**src/rtl/instruction_fetch_pkg.sv**
```systemverilog
// instruction_fetch_pkg
//   Shared definitions for the instruction fetch slice: the fetch FSM state
//   encoding, the RV32I / RVC opcode and funct3 values the predecoder looks
//   at, and the reset fetch address.
package instruction_fetch_pkg;

    typedef enum logic [1:0] {
        ST_QUERY = 2'd0,  // issue (or re-issue after reset/flush) an icache query
        ST_WAIT  = 2'd1,  // query outstanding, waiting for the icache response
        ST_HOLD  = 2'd2,  // response latched, instruction queue is full
        ST_STALL = 2'd3   // indirect jump pushed, target unknown until a flush
    } fetch_state_t;

    localparam logic [31:0] RESET_PC = 32'h0000_0000;

    // RV32I major opcodes and funct3 values
    localparam logic [6:0] OPC_JAL  = 7'b1101111;
    localparam logic [6:0] OPC_JALR = 7'b1100111;
    localparam logic [2:0] F3_JALR  = 3'b000;

    // RVC quadrants and funct3 values (RV32 encodings)
    localparam logic [1:0] RVC_Q1   = 2'b01;
    localparam logic [1:0] RVC_Q2   = 2'b10;
    localparam logic [2:0] C_F3_JAL = 3'b001;  // C.JAL, quadrant 1
    localparam logic [2:0] C_F3_J   = 3'b101;  // C.J, quadrant 1
    localparam logic [2:0] C_F3_JR  = 3'b100;  // C.JR / C.JALR / C.MV / C.ADD, quadrant 2

    // Any low-bit pair other than 2'b11 marks a 16-bit instruction.
    function automatic logic is_rvc(input logic [1:0] low_bits);
        return low_bits != 2'b11;
    endfunction

endpackage

```
**src/rtl/instruction_fetch_if.sv**
```systemverilog
// instruction_fetch_if
//   Groups the icache query/response bus and the instruction-queue push bus.
//
//   Handshake semantics: ICache_query_en and IQ_push_en are single-cycle
//   pulses; the receiver must capture the accompanying data in the same
//   cycle. ICache_dout_en qualifies ICache_dout for exactly the cycles it is
//   high. IQ_full is a level-sensitive "not ready": while it is high the
//   fetch unit never pulses IQ_push_en.
//
//   master : fetch unit (drives queries and pushes)
//   slave  : icache + instruction queue side
interface instruction_fetch_if;
    logic        ICache_query_en;
    logic [31:0] ICache_query_addr;
    logic        ICache_dout_en;
    logic [31:0] ICache_dout;
    logic        IQ_full;
    logic        IQ_push_en;
    logic [31:0] IQ_inst;
    logic [31:0] IQ_pc;
    logic        IQ_is_compressed;
    logic        IQ_pred_taken;

    modport master (
        output ICache_query_en, ICache_query_addr,
        output IQ_push_en, IQ_inst, IQ_pc, IQ_is_compressed, IQ_pred_taken,
        input  ICache_dout_en, ICache_dout, IQ_full
    );

    modport slave (
        input  ICache_query_en, ICache_query_addr,
        input  IQ_push_en, IQ_inst, IQ_pc, IQ_is_compressed, IQ_pred_taken,
        output ICache_dout_en, ICache_dout, IQ_full
    );
endinterface

```
**src/rtl/instruction_fetch_inst_predecode.sv**
```systemverilog
// inst_predecode
//   Combinational predecoder for one fetched word.
//   inst          : raw 32-bit fetch word (a 16-bit instruction sits in [15:0])
//   pc            : address of the instruction
//   is_compressed : instruction is 16-bit
//   is_jump       : direct jump (JAL, C.J, C.JAL), target is known now
//   target        : pc + sign-extended jump immediate (valid when is_jump)
//   is_indirect   : register jump (JALR, C.JR, C.JALR), target unknown
module inst_predecode
    import instruction_fetch_pkg::*;
(
    input  logic [31:0] inst,
    input  logic [31:0] pc,
    output logic        is_compressed,
    output logic        is_jump,
    output logic [31:0] target,
    output logic        is_indirect
);

    logic [31:0] imm_j;
    logic [31:0] imm_cj;
    logic [2:0]  c_f3;

    always_comb begin
        is_compressed = is_rvc(inst[1:0]);
        // J-type: imm[20|10:1|11|19:12]
        imm_j  = {{12{inst[31]}}, inst[19:12], inst[20], inst[30:21], 1'b0};
        // CJ-type: offset[11|4|9:8|10|6|7|3:1|5] in inst[12:2]
        imm_cj = {{21{inst[12]}}, inst[8], inst[10:9], inst[6], inst[7],
                  inst[2], inst[11], inst[5:3], 1'b0};
        c_f3        = inst[15:13];
        is_jump     = 1'b0;
        is_indirect = 1'b0;
        target      = pc + imm_j;
        if (is_compressed) begin
            target = pc + imm_cj;
            if (inst[1:0] == RVC_Q1 && (c_f3 == C_F3_J || c_f3 == C_F3_JAL))
                is_jump = 1'b1;
            // C.JR / C.JALR: rs1 != 0 and rs2 == 0; bit 12 only selects the link
            if (inst[1:0] == RVC_Q2 && c_f3 == C_F3_JR &&
                inst[11:7] != 5'd0 && inst[6:2] == 5'd0)
                is_indirect = 1'b1;
        end else begin
            if (inst[6:0] == OPC_JAL)
                is_jump = 1'b1;
            if (inst[6:0] == OPC_JALR && inst[14:12] == F3_JALR)
                is_indirect = 1'b1;
        end
    end

endmodule

```
**src/rtl/instruction_fetch.sv**
```systemverilog
// instruction_fetch
//   Fetches one instruction per icache query, predecodes it, predicts direct
//   jumps as taken and pushes it into the instruction queue. Register jumps
//   park the unit in STALL until commit redirects it with a flush.
//   clk_in / rst_in : clock, asynchronous active-low reset
//   rdy_in          : global run enable, low freezes every register
//   flush_signal    : redirect from commit, fetch restarts at flush_pc
//   bus             : icache query/response and instruction-queue push signals
//   state_dbg       : current FSM state
module instruction_fetch
    import instruction_fetch_pkg::*;
(
    input  logic                clk_in,
    input  logic                rst_in,
    input  logic                rdy_in,
    input  logic                flush_signal,
    input  logic [31:0]         flush_pc,
    instruction_fetch_if.master bus,
    output fetch_state_t        state_dbg
);

    fetch_state_t state_q, state_d;
    logic [31:0]  pc_q, pc_d;
    logic [31:0]  hold_q, hold_d;
    logic         qen_q, qen_d;
    logic [31:0]  qaddr_q, qaddr_d;
    logic         push_q, push_d;
    logic [31:0]  inst_q, inst_d;
    logic [31:0]  ipc_q, ipc_d;
    logic         isc_q, isc_d;
    logic         pred_q, pred_d;

    logic [31:0]  pd_inst;
    logic         pd_c, pd_jump, pd_indirect;
    logic [31:0]  pd_target;
    logic         do_push;

    // In HOLD the latched word is decoded, otherwise the live response.
    assign pd_inst = (state_q == ST_HOLD) ? hold_q : bus.ICache_dout;

    inst_predecode u_predecode (
        .inst          (pd_inst),
        .pc            (pc_q),
        .is_compressed (pd_c),
        .is_jump       (pd_jump),
        .target        (pd_target),
        .is_indirect   (pd_indirect)
    );

    always_comb begin
        state_d = state_q;
        pc_d    = pc_q;
        hold_d  = hold_q;
        qen_d   = qen_q;
        qaddr_d = qaddr_q;
        push_d  = push_q;
        inst_d  = inst_q;
        ipc_d   = ipc_q;
        isc_d   = isc_q;
        pred_d  = pred_q;
        do_push = 1'b0;
        if (flush_signal) begin
            // Drops any held word or same-cycle response; overrides rdy_in.
            pc_d    = flush_pc;
            state_d = ST_QUERY;
            qen_d   = 1'b0;
            push_d  = 1'b0;
        end else if (rdy_in) begin
            qen_d  = 1'b0;
            push_d = 1'b0;
            case (state_q)
                ST_QUERY: begin
                    // QUERY is entered with the pulse already raised after a
                    // push; after reset/flush the pulse is raised here first.
                    if (qen_q) begin
                        state_d = ST_WAIT;
                    end else begin
                        qen_d   = 1'b1;
                        qaddr_d = pc_q;
                    end
                end
                ST_WAIT: begin
                    if (bus.ICache_dout_en) begin
                        if (bus.IQ_full) begin
                            hold_d  = bus.ICache_dout;
                            state_d = ST_HOLD;
                        end else begin
                            do_push = 1'b1;
                        end
                    end
                end
                ST_HOLD:  if (!bus.IQ_full) do_push = 1'b1;
                default:  ;  // STALL waits for a flush
            endcase
            if (do_push) begin
                push_d = 1'b1;
                inst_d = pd_c ? {16'h0000, pd_inst[15:0]} : pd_inst;
                ipc_d  = pc_q;
                isc_d  = pd_c;
                pred_d = pd_jump;
                pc_d   = pd_jump ? pd_target : (pc_q + (pd_c ? 32'd2 : 32'd4));
                if (pd_indirect) begin
                    state_d = ST_STALL;
                end else begin
                    // Query the next pc alongside the push: 2-cycle throughput.
                    state_d = ST_QUERY;
                    qen_d   = 1'b1;
                    qaddr_d = pc_d;
                end
            end
        end
    end

    always_ff @(posedge clk_in or negedge rst_in) begin
        if (!rst_in) begin
            state_q <= ST_QUERY;
            pc_q    <= RESET_PC;
            hold_q  <= 32'h0;
            qen_q   <= 1'b0;
            qaddr_q <= 32'h0;
            push_q  <= 1'b0;
            inst_q  <= 32'h0;
            ipc_q   <= 32'h0;
            isc_q   <= 1'b0;
            pred_q  <= 1'b0;
        end else begin
            state_q <= state_d;
            pc_q    <= pc_d;
            hold_q  <= hold_d;
            qen_q   <= qen_d;
            qaddr_q <= qaddr_d;
            push_q  <= push_d;
            inst_q  <= inst_d;
            ipc_q   <= ipc_d;
            isc_q   <= isc_d;
            pred_q  <= pred_d;
        end
    end

    assign bus.ICache_query_en   = qen_q;
    assign bus.ICache_query_addr = qaddr_q;
    assign bus.IQ_push_en        = push_q;
    assign bus.IQ_inst           = inst_q;
    assign bus.IQ_pc             = ipc_q;
    assign bus.IQ_is_compressed  = isc_q;
    assign bus.IQ_pred_taken     = pred_q;
    assign state_dbg             = state_q;

endmodule

```
**src/flat_wrapper.sv**
```systemverilog
// flat-port wrapper written by rule: the top's interface ports become plain ports
module instruction_fetch_flat import instruction_fetch_pkg::*;
  (clk_in, rst_in, rdy_in, flush_signal, flush_pc, state_dbg, bus_ICache_query_en, bus_ICache_query_addr, bus_IQ_push_en, bus_IQ_inst, bus_IQ_pc, bus_IQ_is_compressed, bus_IQ_pred_taken, bus_ICache_dout_en, bus_ICache_dout, bus_IQ_full);
  instruction_fetch_if bus_i ();
  input  logic clk_in;
  input  logic rst_in;
  input  logic rdy_in;
  input  logic flush_signal;
  input  logic [31:0] flush_pc;
  output fetch_state_t state_dbg;
  output wire logic [$bits(bus_i.ICache_query_en)-1:0] bus_ICache_query_en;
  output wire logic [$bits(bus_i.ICache_query_addr)-1:0] bus_ICache_query_addr;
  output wire logic [$bits(bus_i.IQ_push_en)-1:0] bus_IQ_push_en;
  output wire logic [$bits(bus_i.IQ_inst)-1:0] bus_IQ_inst;
  output wire logic [$bits(bus_i.IQ_pc)-1:0] bus_IQ_pc;
  output wire logic [$bits(bus_i.IQ_is_compressed)-1:0] bus_IQ_is_compressed;
  output wire logic [$bits(bus_i.IQ_pred_taken)-1:0] bus_IQ_pred_taken;
  input wire logic [$bits(bus_i.ICache_dout_en)-1:0] bus_ICache_dout_en;
  input wire logic [$bits(bus_i.ICache_dout)-1:0] bus_ICache_dout;
  input wire logic [$bits(bus_i.IQ_full)-1:0] bus_IQ_full;
  assign bus_ICache_query_en = bus_i.ICache_query_en;
  assign bus_ICache_query_addr = bus_i.ICache_query_addr;
  assign bus_IQ_push_en = bus_i.IQ_push_en;
  assign bus_IQ_inst = bus_i.IQ_inst;
  assign bus_IQ_pc = bus_i.IQ_pc;
  assign bus_IQ_is_compressed = bus_i.IQ_is_compressed;
  assign bus_IQ_pred_taken = bus_i.IQ_pred_taken;
  assign bus_i.ICache_dout_en = bus_ICache_dout_en;
  assign bus_i.ICache_dout = bus_ICache_dout;
  assign bus_i.IQ_full = bus_IQ_full;
  instruction_fetch u_core (.clk_in(clk_in), .rst_in(rst_in), .rdy_in(rdy_in), .flush_signal(flush_signal), .flush_pc(flush_pc), .bus(bus_i), .state_dbg(state_dbg));
endmodule
```
**config.mk**
```make
export PLATFORM = sky130hd
export DESIGN_NAME = instruction_fetch_flat
export DESIGN_NICKNAME = d
export VERILOG_FILES = /design/src/rtl/instruction_fetch_pkg.sv /design/src/rtl/instruction_fetch_if.sv /design/src/rtl/instruction_fetch_inst_predecode.sv /design/src/rtl/instruction_fetch.sv /design/src/flat_wrapper.sv
export SDC_FILE = /design/constraint.sdc
export NUM_CORES = 1
export LEC_CHECK = 0
export ABC_AREA = 1
export CAP_MARGIN = 25
export CORE_ASPECT_RATIO = 1.5
export CORE_MARGIN = 1
export CORE_UTILIZATION = 57
export DETAILED_ROUTE_END_ITERATION = 7
export PLACE_DENSITY = 0.84
export SYNTH_ARGS = -nofsm -noshare
export SYNTH_HDL_FRONTEND = slang
export SYNTH_HIERARCHICAL = 1
export SYNTH_SLANG_ARGS = --single-unit
```
**constraint.sdc**
```tcl
create_clock -name clk_in -period 10.3 [get_ports clk_in]
set_clock_uncertainty 0.1 [all_clocks]
set_input_delay 1.03 -clock clk_in [delete_from_list [all_inputs] [get_ports clk_in]]
set_output_delay 1.03 -clock clk_in [all_outputs]
set_load 0.05 [all_outputs]
```
## Word level (Yosys, flattened, before mapping)

Index checks and enable logic that the tools add are counted.

- Memories: 0
- Latch bits: 0
- ROM bits: 0
- Output and inout port bits: 102
- Word-level logic and storage cells: 85
- Input bits: 70
- RAM bits: 0
- Flip-flop bits (word level): 166

- Add/subtract/negate cells: 3
- Multiplexer cells: 40
- Shift-type cells: 0
- Reductions and logical operators: 18
- Bitwise operators: 1
- Div/mod/pow operators: 0
- Order comparisons: 0
- Multiply operators: 0
- Equality and inequality tests: 13

Operators by type and width:

| cell | number |
|---|---|
| 32-bit two-way mux | 11 |
| 32-bit adder | 3 |
| 1-bit two-way mux | 19 |
| 7-bit == test (second input constant) | 2 |
| 2-bit two-way mux | 7 |
| 5-bit AND reduction | 2 |
| 4-bit by 3-bit != test with 1-bit output (second input constant) | 2 |
| 3-bit == test (second input constant) | 2 |
| 1-bit logical AND | 5 |
| 5-bit zero test | 1 |
| 5-bit nonzero test | 1 |
| 2-bit by 1-bit == test with 1-bit output (second input constant) | 2 |
| 2-bit == test (second input constant) | 2 |
| 4-bit by 2-bit != test with 1-bit output (second input constant) | 1 |
| 2-bit case mux with 2 select lines | 1 |
| 2-bit AND reduction | 2 |
| 2-bit nonzero test | 2 |
| 4-bit nonzero test | 1 |
| 3-bit by 1-bit == test with 1-bit output (second input constant) | 1 |
| 3-bit zero test | 1 |
| 3-bit two-way mux | 1 |
| 3-bit AND reduction | 1 |
| 2-bit zero test | 1 |
| 2-bit != test (second input constant) | 1 |
| other kinds (3) | 3 |

## Depth between registers and ports, before layout

Gate-level depths: netlist (run 1).

- Depth in word-level cells: 12
- Mapped depth: 26
- Depth with buffers taken out: 24

## Modules after synthesis

The synthesis (run 1) kept the hierarchy.

By module, submodules not included:

| module | times used | sequential area each (um^2) | cells each | area an instance (um^2) |
|---|---|---|---|---|
| instruction_fetch | 1 | 4154.0 | 1186 | 8838.5 |
| inst_predecode | 1 | 0.0 | 536 | 2648.8 |

## Worst setup path before layout (run 1)

Ideal clock, no wire load.

- Path type: reg-to-reg
- Start point: register u_core.state_q[0], in the netlist u_core/state_dbg[0]
- End point: register u_core.qaddr_q[21], in the netlist u_core/bus.ICache_query_addr[21]
- Stages on the path, launching flop included: 26
- Path slack: 6.164 ns
- Setup time: 0.118 ns
- Arrival time: 3.918 ns
- Path buffers: 3
- Clock period less this slack: 4.136 ns
- Data required time: 10.082 ns
- Path through: dfrtp_1 inv_1 ha_1 clkbuf_1 buf_2 nand2_1 o21ai_0 nand2_2 buf_2 mux2_2 ha_1 inv_1 fa_1 inv_1 nand3_1 nand3_1 nand3_1 nand3_2 nand2_1 nand3_1 nand2_1 or2_2 nand2_1 nand2_1 nand2_1 nand2_1

- Elaborated cells on any way between the ends: 39
- Those cells by class: add/sub (3); eq/ne (10); mux (16); reduce/logical (10)

RTL lines:

| element | RTL line | text |
|---|---|---|
| start: declaration | instruction_fetch.sv:22 | `fetch_state_t state_q, state_d;` |
| start signal: assignment | instruction_fetch.sv:127 | `state_q <= state_d;` |
| 2-bit == test | instruction_fetch.sv:39 | `assign pd_inst = (state_q == ST_HOLD) ? hold_q : bus.ICache_dout;` |
| 32-bit two-way mux | instruction_fetch.sv:39 |  |
| net u_core.pd_inst[1] | instruction_fetch.sv:33 | `logic [31:0] pd_inst;` |
| 2-bit != test | instruction_fetch_pkg.sv:30 | `return low_bits != 2'b11;` |
| 32-bit two-way mux | instruction_fetch_inst_predecode.sv:35 | `if (is_compressed) begin` |
| net u_core.pd_target[21] | instruction_fetch.sv:35 | `logic [31:0] pd_target;` |
| 32-bit two-way mux | instruction_fetch.sv:101 | `pc_d = pd_jump ? pd_target : (pc_q + (pd_c ? 32'd2 : 32'd4));` |
| 32-bit two-way mux | instruction_fetch.sv:102 | `if (pd_indirect) begin` |
| 32-bit two-way mux | instruction_fetch.sv:95 | `if (do_push) begin` |
| end signal: assignment | instruction_fetch.sv:131 | `qaddr_q <= qaddr_d;` |
| end: declaration | instruction_fetch.sv:26 | `logic [31:0] qaddr_q, qaddr_d;` |

The timed path passes the listed nets, and every way through them passes these cells. The select of a mux whose other input is x is not followed.
A chain may end at the register's enable or synchronous reset.

## Worst setup path in the final report (run 1)

- Start point: input bus_ICache_dout[1]
- End point: register u_core.qaddr_q[31], in the netlist u_core/bus.ICache_query_addr[31]

- Elaborated cells on any way between the ends: 23
- Those cells by class: add/sub (1); eq/ne (5); mux (12); reduce/logical (5)

RTL lines:

| element | RTL line | text |
|---|---|---|
| start: declaration | flat_wrapper.sv:19 | `input wire logic [$bits(bus_i.ICache_dout)-1:0] bus_ICache_dout;` |
| 32-bit two-way mux | instruction_fetch.sv:39 |  |
| net u_core.pd_inst[1] | instruction_fetch.sv:33 |  |
| 2-bit != test | instruction_fetch_pkg.sv:30 |  |
| net u_core.pd_c | instruction_fetch.sv:34 | `logic pd_c, pd_jump, pd_indirect;` |
| 32-bit two-way mux | instruction_fetch_inst_predecode.sv:35 |  |
| net u_core.pd_target[31] | instruction_fetch.sv:35 |  |
| 32-bit two-way mux | instruction_fetch.sv:101 |  |
| 32-bit two-way mux | instruction_fetch.sv:102 |  |
| 32-bit two-way mux | instruction_fetch.sv:95 |  |

The timed path passes the listed nets, and every way through them passes these cells.

==> results of run 1 <==
## registers in the layout (all words and copies together), names as in the netlist
| name | count |
|---|---|
| u_core/bus.IQ_pc | 32 |
| u_core/state_dbg | 2 |
| u_core/bus.ICache_query_addr | 32 |
| u_core/bus.IQ_inst | 32 |
| u_core/hold_q | 32 |
| u_core/bus.ICache_query_en | 1 |
| u_core/bus.IQ_pred_taken | 1 |
| u_core/bus.IQ_is_compressed | 1 |
| u_core/pc_q | 32 |
| u_core/bus.IQ_push_en | 1 |
## worst max-delay path, delay by kind of cell
kind / cells / cell delay (ps)
AO/OA/AOI/OAI: 4 / 990
adder cells (fa/ha/maj): 1 / 360
buffers and inverters: 3 / 800
AND/OR/NAND/NOR: 13 / 1840
## through the flow
step	instance area [um2]	hold WS [ps]
finish	13900	374
global route	13900	381
CTS	13900	386
detailed placement	13300	366
global placement	13300	363
floorplan	11500	353
## cell usage in the layout, fill, tap and decap left out, types with 3 or more instances in the layout
cell type and n:
a21oi_1 50, a31oi_1 7, buf_4 8, clkbuf_16 17, clkdlybuf4s50_1 170, clkinv_2 3
clkinvlp_4 3, dfrtp_1 166, ha_1 38, inv_1 205, inv_2 14, mux2_2 21
nand2_1 689, nand2_2 21, nand3_1 96, nand3_2 6, nand4_1 7, nor2_1 87
nor2_2 12, nor2_4 5, nor3_1 4, o211ai_1 8, o21ai_0 129, o21ai_1 26
o21ai_2 3, o21bai_1 11, or2_2 21, xor2_1 17
## metal layers
layer  wire (um)  up-vias
li1            -     5683
met1       13700     5468
met2       19400      559
met3        2300      197
met4        3570        0
met5           0        -
## logic make-up after synthesis
family,count (synthesis),synth area share
AO/OA/AOI/OAI,243,0.115
buffers and inverters,277,0.0958
AND/OR/NAND/NOR,956,0.348
multiplexers,21,0.0206
flip-flops,166,0.362
XOR/XNOR,19,0.0145
adder cells (fa/ha/maj),40,0.0449
## layout make-up
type                       instances  area [um2]  area share
tap                              260         325      0.0233
inverter                         220         826      0.0592
timing repair buffer             180        1800       0.129
clock buffer                      19         453      0.0325
sequential                       166        4150       0.298
clock inverter                    13         144      0.0103
multi-input combinational       1279        6240       0.448
## synth_stat cells (all sizes together) (8+ instances only)
cell	number	area, um2
or2	23	144
mux2	21	236
xor2	17	149
buf	34	189
o211ai	8	60.1
inv	219	822
o21ai	159	818
nand3	103	558
a21oi	51	259
clkbuf	23	86.3
o21bai	12	93.8
dfrtp	166	4150
ha	38	475
nor2	105	478
nand2	711	2720
## how the worst max path moves through the flow
stage,start,endpoint,cells past startpoint
global route,u_core/state_dbg[0]$_DFFE_PN0P_,u_core/bus.ICache_query_addr[24]$_DFFE_PN0P_,20
detailed placement,bus_ICache_dout[1],u_core/bus.ICache_query_addr[31]$_DFFE_PN0P_,21
finish,bus_ICache_dout[1],u_core/bus.ICache_query_addr[31]$_DFFE_PN0P_,21
CTS,bus_ICache_dout[1],u_core/bus.ICache_query_addr[31]$_DFFE_PN0P_,21
global placement,bus_ICache_dout[1],u_core/bus.ICache_query_addr[31]$_DFFE_PN0P_,21
floorplan,u_core/state_dbg[0]$_DFFE_PN0P_,u_core/bus.ICache_query_addr[21]$_DFFE_PN0P_,25
## report_power, final
part	switching (mW)	internal [mW]	leakage [nW]	total, mW
logic	1.72	0.793	4.71	2.51
registers	0.190	0.882	2.13	1.07
clock network	0.289	0.373	0.288	0.661
total	2.20	2.05	7.13	4.25
==> results.cfg, run 1 <==
[sta]
hold_viol = 0
rsz0062_at_grt = no
layout_setup_ws_ps = 5480
finalSetupViolations = 0
slew_violations = 0
fin_tns_setup_ps = 0
max_slew_margin = 0.330
worstMarginPinSlew_ps = 994
fin_crit_ps = 4820
fin_crit_sh = 0.468
fmax_mhz = 207

[cells_and_area]
nets = 1974
fin_util = 0.705
n_fill_cell = 1721
area_growth_pct = 21.4
drive_gt1_frac = 0.0820
layoutNonFillerInstCount = 2137
diodes = 0

[route]
via_per_inst = 5.57
wl_per_cell_um = 18.2
route.detailed.drc = 0
ant_nets = 0
vias = 11900
routed_wl_um = 39000
drt_iter0_markers = 997
dr.pass1.iters = 8

[die]
core-area_um2 = 19800
fp.dieW_um = 118
rows = 63
start_util = 0.581
die-height_um = 176
io_pins = 172
die-area_um2 = 20700

[grt]
grt_use_total = 0.383
grt_pass1_vias = 11600
grt_pass1_wl_um = 60800
antenna_found_initial = 0
busiest_layer = met2
met2_usage = 0.663
met1_usage = 0.409
grt_overflow = 0
grt_max_degree = 114
use_met3 = 0.0578

[synth]
synth_cell_types = 46
synth-seq-area-share = 0.362
synth_cells = 1722
synth_ff_type = dfrtp_1
synth_fp_nets = 1832
synth-seq-cells = 166
synth_edf_count = 0
synthArstFlopShare = 1.00
synth_area_um2 = 11500
yosys_warnings = 6
synth.avg_cell_area_um2 = 6.67

[placed_design]
placedCellCount = 2104
finalWeightedCongestion = 0.965
io_buffer_count = 171
place_ws_ps = 5170
detailed_place_hpwl_um = 29000

[critical_path]
path_max_fanout = 30
crit_top_cell = nand2_1
r2r_setup_slack_ps = 5490
crit_chain = clkdlybuf4s50_1, inv_1, o21ai_0, nand2_2, nand2_2, o21ai_1, inv_1, ha_1, nand2_1, nand2_1, a21oi_1, nand2_1, a21oi_1, nand2_1, nand2_1, nand2_1, or2_2, nand2_1, nand2_1, nand2_1, nand2_1
cp_data_arrival_time_ps = 5050
r2r-end = u_core/bus.ICache_query_addr[31]$_DFFE_PN0P_
rr_worst_depth = 22
start_kind = primary input
cp.required_ps = 10520
crit_type = in2reg
max_stage_delay_ps = 480
r2r_start = u_core/state_dbg[0]$_DFFE_PN0P_
slowest_stage = o21ai_0
cp-end-kind = flop

[cts]
cts_tree = built
cts_resized = 0
cts_setup_buffers = 0
cts_sinks = 166
hold_buffers = 0
cts_root_buf = clkbuf_16
cts_buffers = 17
clk_latency_ps = 440
cts.path.max_buffers = 2
htree_levels = 4
path_clk_slew_ps = 70

[power]
ir_drop_mv = 0.232
cellPowerDensity_nw_per_um2 = 305
power.total_mw = 4.25
p_leak_nw = 7.13

[job]
cap_violations = 0

[run_status]
status = complete, no violations

[worst_hold_path]
hp-class = in2async
Power figures use the tool's default switching activity.
==> run 2, diff against run 1 <==
--- a/config.mk
+++ b/config.mk
@@ -9,9 +9,9 @@
 export CAP_MARGIN = 25
 export CORE_ASPECT_RATIO = 1.5
 export CORE_MARGIN = 1
-export CORE_UTILIZATION = 57
+export CORE_UTILIZATION = 56
 export DETAILED_ROUTE_END_ITERATION = 7
-export PLACE_DENSITY = 0.84
+export PLACE_DENSITY = 0.83
 export SYNTH_ARGS = -nofsm -noshare
 export SYNTH_HDL_FRONTEND = slang
 export SYNTH_HIERARCHICAL = 1
==> constraint.sdc (replaced) <==
create_clock -name clk_in -period 4.8 [get_ports clk_in]
set_clock_uncertainty 0.1 [all_clocks]
set_input_delay 0.48 -clock clk_in [delete_from_list [all_inputs] [get_ports clk_in]]
set_output_delay 0.48 -clock clk_in [all_outputs]
set_load 0.05 [all_outputs]
==> results.cfg, run 2 (same netlist as run 1, synthesis figures left out) <==
[critical_path]
max_stage_delay_ps = 450
crit_type = reg2reg
start_kind = flop
cp-end-kind = flop
cp.required_ps = 5040
slowest_stage = ha_1
path_max_fanout = 18
crit_chain = inv_1, ha_1, inv_2, or2_2, o21ai_0, inv_1, o21ai_1, inv_1, ha_1, nand2_1, inv_1, nand2_1, nor3_1, nand3_1, nand4_1, nand2_1, or2_1, nand2_1, nand2_1, nand2_1, nand2_1
crit_family = simple AND/OR/NAND/NOR gates
crit_buf_inv = 5
cp_data_arrival_time_ps = 4690
crit_top_cell = nand2_1

[sta]
worstMarginPinSlew_ps = 919
slew_violations = 0
finalSetupViolations = 0
rsz0062_at_grt = no
fmax_mhz = 224
hold_viol = 0
fin_tns_setup_ps = 0
max_slew_margin = 0.386
fin_crit_sh = 0.928
fin_crit_ps = 4460

[power]
p_switching_mw = 4.84
clkPwrFrac = 0.154
p_leak_nw = 7.15
ir_drop_mv = 0.477
p_seq_frac = 0.250
p_int_mw = 4.41
power.total_mw = 9.25
combPwrFrac = 0.596
p_sw_frac = 0.523
cellPowerDensity_nw_per_um2 = 662

[cells_and_area]
layoutNonFillerInstCount = 2146
fin_util = 0.701
final_common_cell = nand2_1
final_cell_mix = 689 x nand2_1, 205 x inv_1, 170 x clkdlybuf4s50_1, 166 x dfrtp_1, 129 x o21ai_0
n_fill_cell = 1736
drive_gt1_frac = 0.0839
nets = 1981
area_growth_pct = 21.7

[cts]
cts_tree = built
path_clk_slew_ps = 70
cts_sinks = 166
cts.path.max_buffers = 2
cts_root_buf = clkbuf_16
htree_levels = 4
hold_buffers = 0
cts_buffers = 17
cts_resized = 0
cts_setup_buffers = 0
clk_latency_ps = 450

[route]
via_per_inst = 5.61
dr.pass1.iters = 6
drt_iter0_markers = 1113
ant_nets = 0
vias = 12000
wl_per_cell_um = 18.7
routed_wl_um = 40100
route.detailed.drc = 0

[die]
die-height_um = 177
start_util = 0.576
fp.dieW_um = 119
io_pins = 172
core-area_um2 = 19900
rows = 63
die-area_um2 = 21100

[grt]
grt_pass1_vias = 11900
grt_pass1_wl_um = 63100
grt_use_total = 0.395
grt_overflow = 0
grt_max_degree = 98
antenna_found_initial = 0

[job]
cap_violations = 0

[worst_hold_path]
hp-class = in2async

[run_status]
status = complete, no violations

[placed_design]
finalWeightedCongestion = 0.944
placedCellCount = 2112
io_buffer_count = 171
detailed_place_hpwl_um = 30100
==> run 2: changes by cell type in the layout (fill, tap and decap cells not counted), moves of 2 or more <==
cell	change
clkbuf_1	+3
inv_6	+2
clkinv_2	-2
diode_2	+2
clkinv_4	-2
buf_4	+8
==> run 2: routing by layer <==
| metal | wire length (um) | share of wire | global-route usage | vias up |
|---|---|---|---|---|
| li1 | - | - | - | 5701 |
| met1 | 14100 | 0.35 | 0.411 | 5620 |
| met2 | 20500 | 0.51 | 0.711 | 565 |
| met3 | 2280 | 0.057 | 0.0652 | 163 |
| met4 | 3170 | 0.079 | 0.297 | 0 |
| met5 | 0 | 0 | 0 | - |
==> run 2: power groups by stage <==
stage / Sequential, mW / Combinational (mW) / Clock [mW]
finish: 2.31 / 5.51 / 1.42
global route: 2.36 / 5.94 / 1.48
CTS: 2.30 / 5.44 / 1.42
detailed placement: 2.31 / 5.39 / 0
global placement: 2.30 / 5.30 / 0
floorplan: 3.41 / 2.47 / 0
==> run 2: cell type report <==
| cell class | instances | area, um2 | share of cell area |
|---|---|---|---|
| diodes | 2 | 5.00 | 0.000358 |
| inverters | 220 | 826 | 0.0591 |
| multi-input cells | 1279 | 6240 | 0.447 |
| clock buffers | 21 | 450 | 0.0322 |
| well taps | 260 | 325 | 0.0233 |
| flip-flops and latches | 166 | 4150 | 0.297 |
| clock inverters | 11 | 138 | 0.00985 |
| repair buffers | 187 | 1830 | 0.131 |
==> run 2: through the flow <==
step                hold slack (ps)  setup WS (ps)  instance area (um2)
floorplan                      84.4            664                11500
global placement                365            546                13400
detailed placement              364            448                13400
CTS                            74.3            436                14000
global route                    105           15.4                14000
finish                         34.6            343                14000
==> run 2: path summary, 6_finish.rpt <==
| check | from | to | slack [ps] | cells after the start |
|---|---|---|---|---|
| hold reg to reg | u_core/bus.IQ_pc[29]$_DFFE_PN0P_ | u_core/bus.IQ_pc[29]$_DFFE_PN0P_ | 380 | 2 |
| setup / recovery | u_core/state_dbg[0]$_DFFE_PN0P_ | u_core/bus.ICache_query_addr[24]$_DFFE_PN0P_ | 340 | 21 |
| max in group asynchronous | rst_in | u_core/bus.IQ_inst[17]$_DFFE_PN0P_ | 3460 | 2 |
| setup reg to reg | u_core/state_dbg[0]$_DFFE_PN0P_ | u_core/bus.ICache_query_addr[24]$_DFFE_PN0P_ | 340 | 21 |
| hold / removal | rst_in | u_core/bus.IQ_pc[25]$_DFFE_PN0P_ | 30 | 1 |
| min in group clk_in | u_core/bus.IQ_pc[29]$_DFFE_PN0P_ | u_core/bus.IQ_pc[29]$_DFFE_PN0P_ | 380 | 2 |
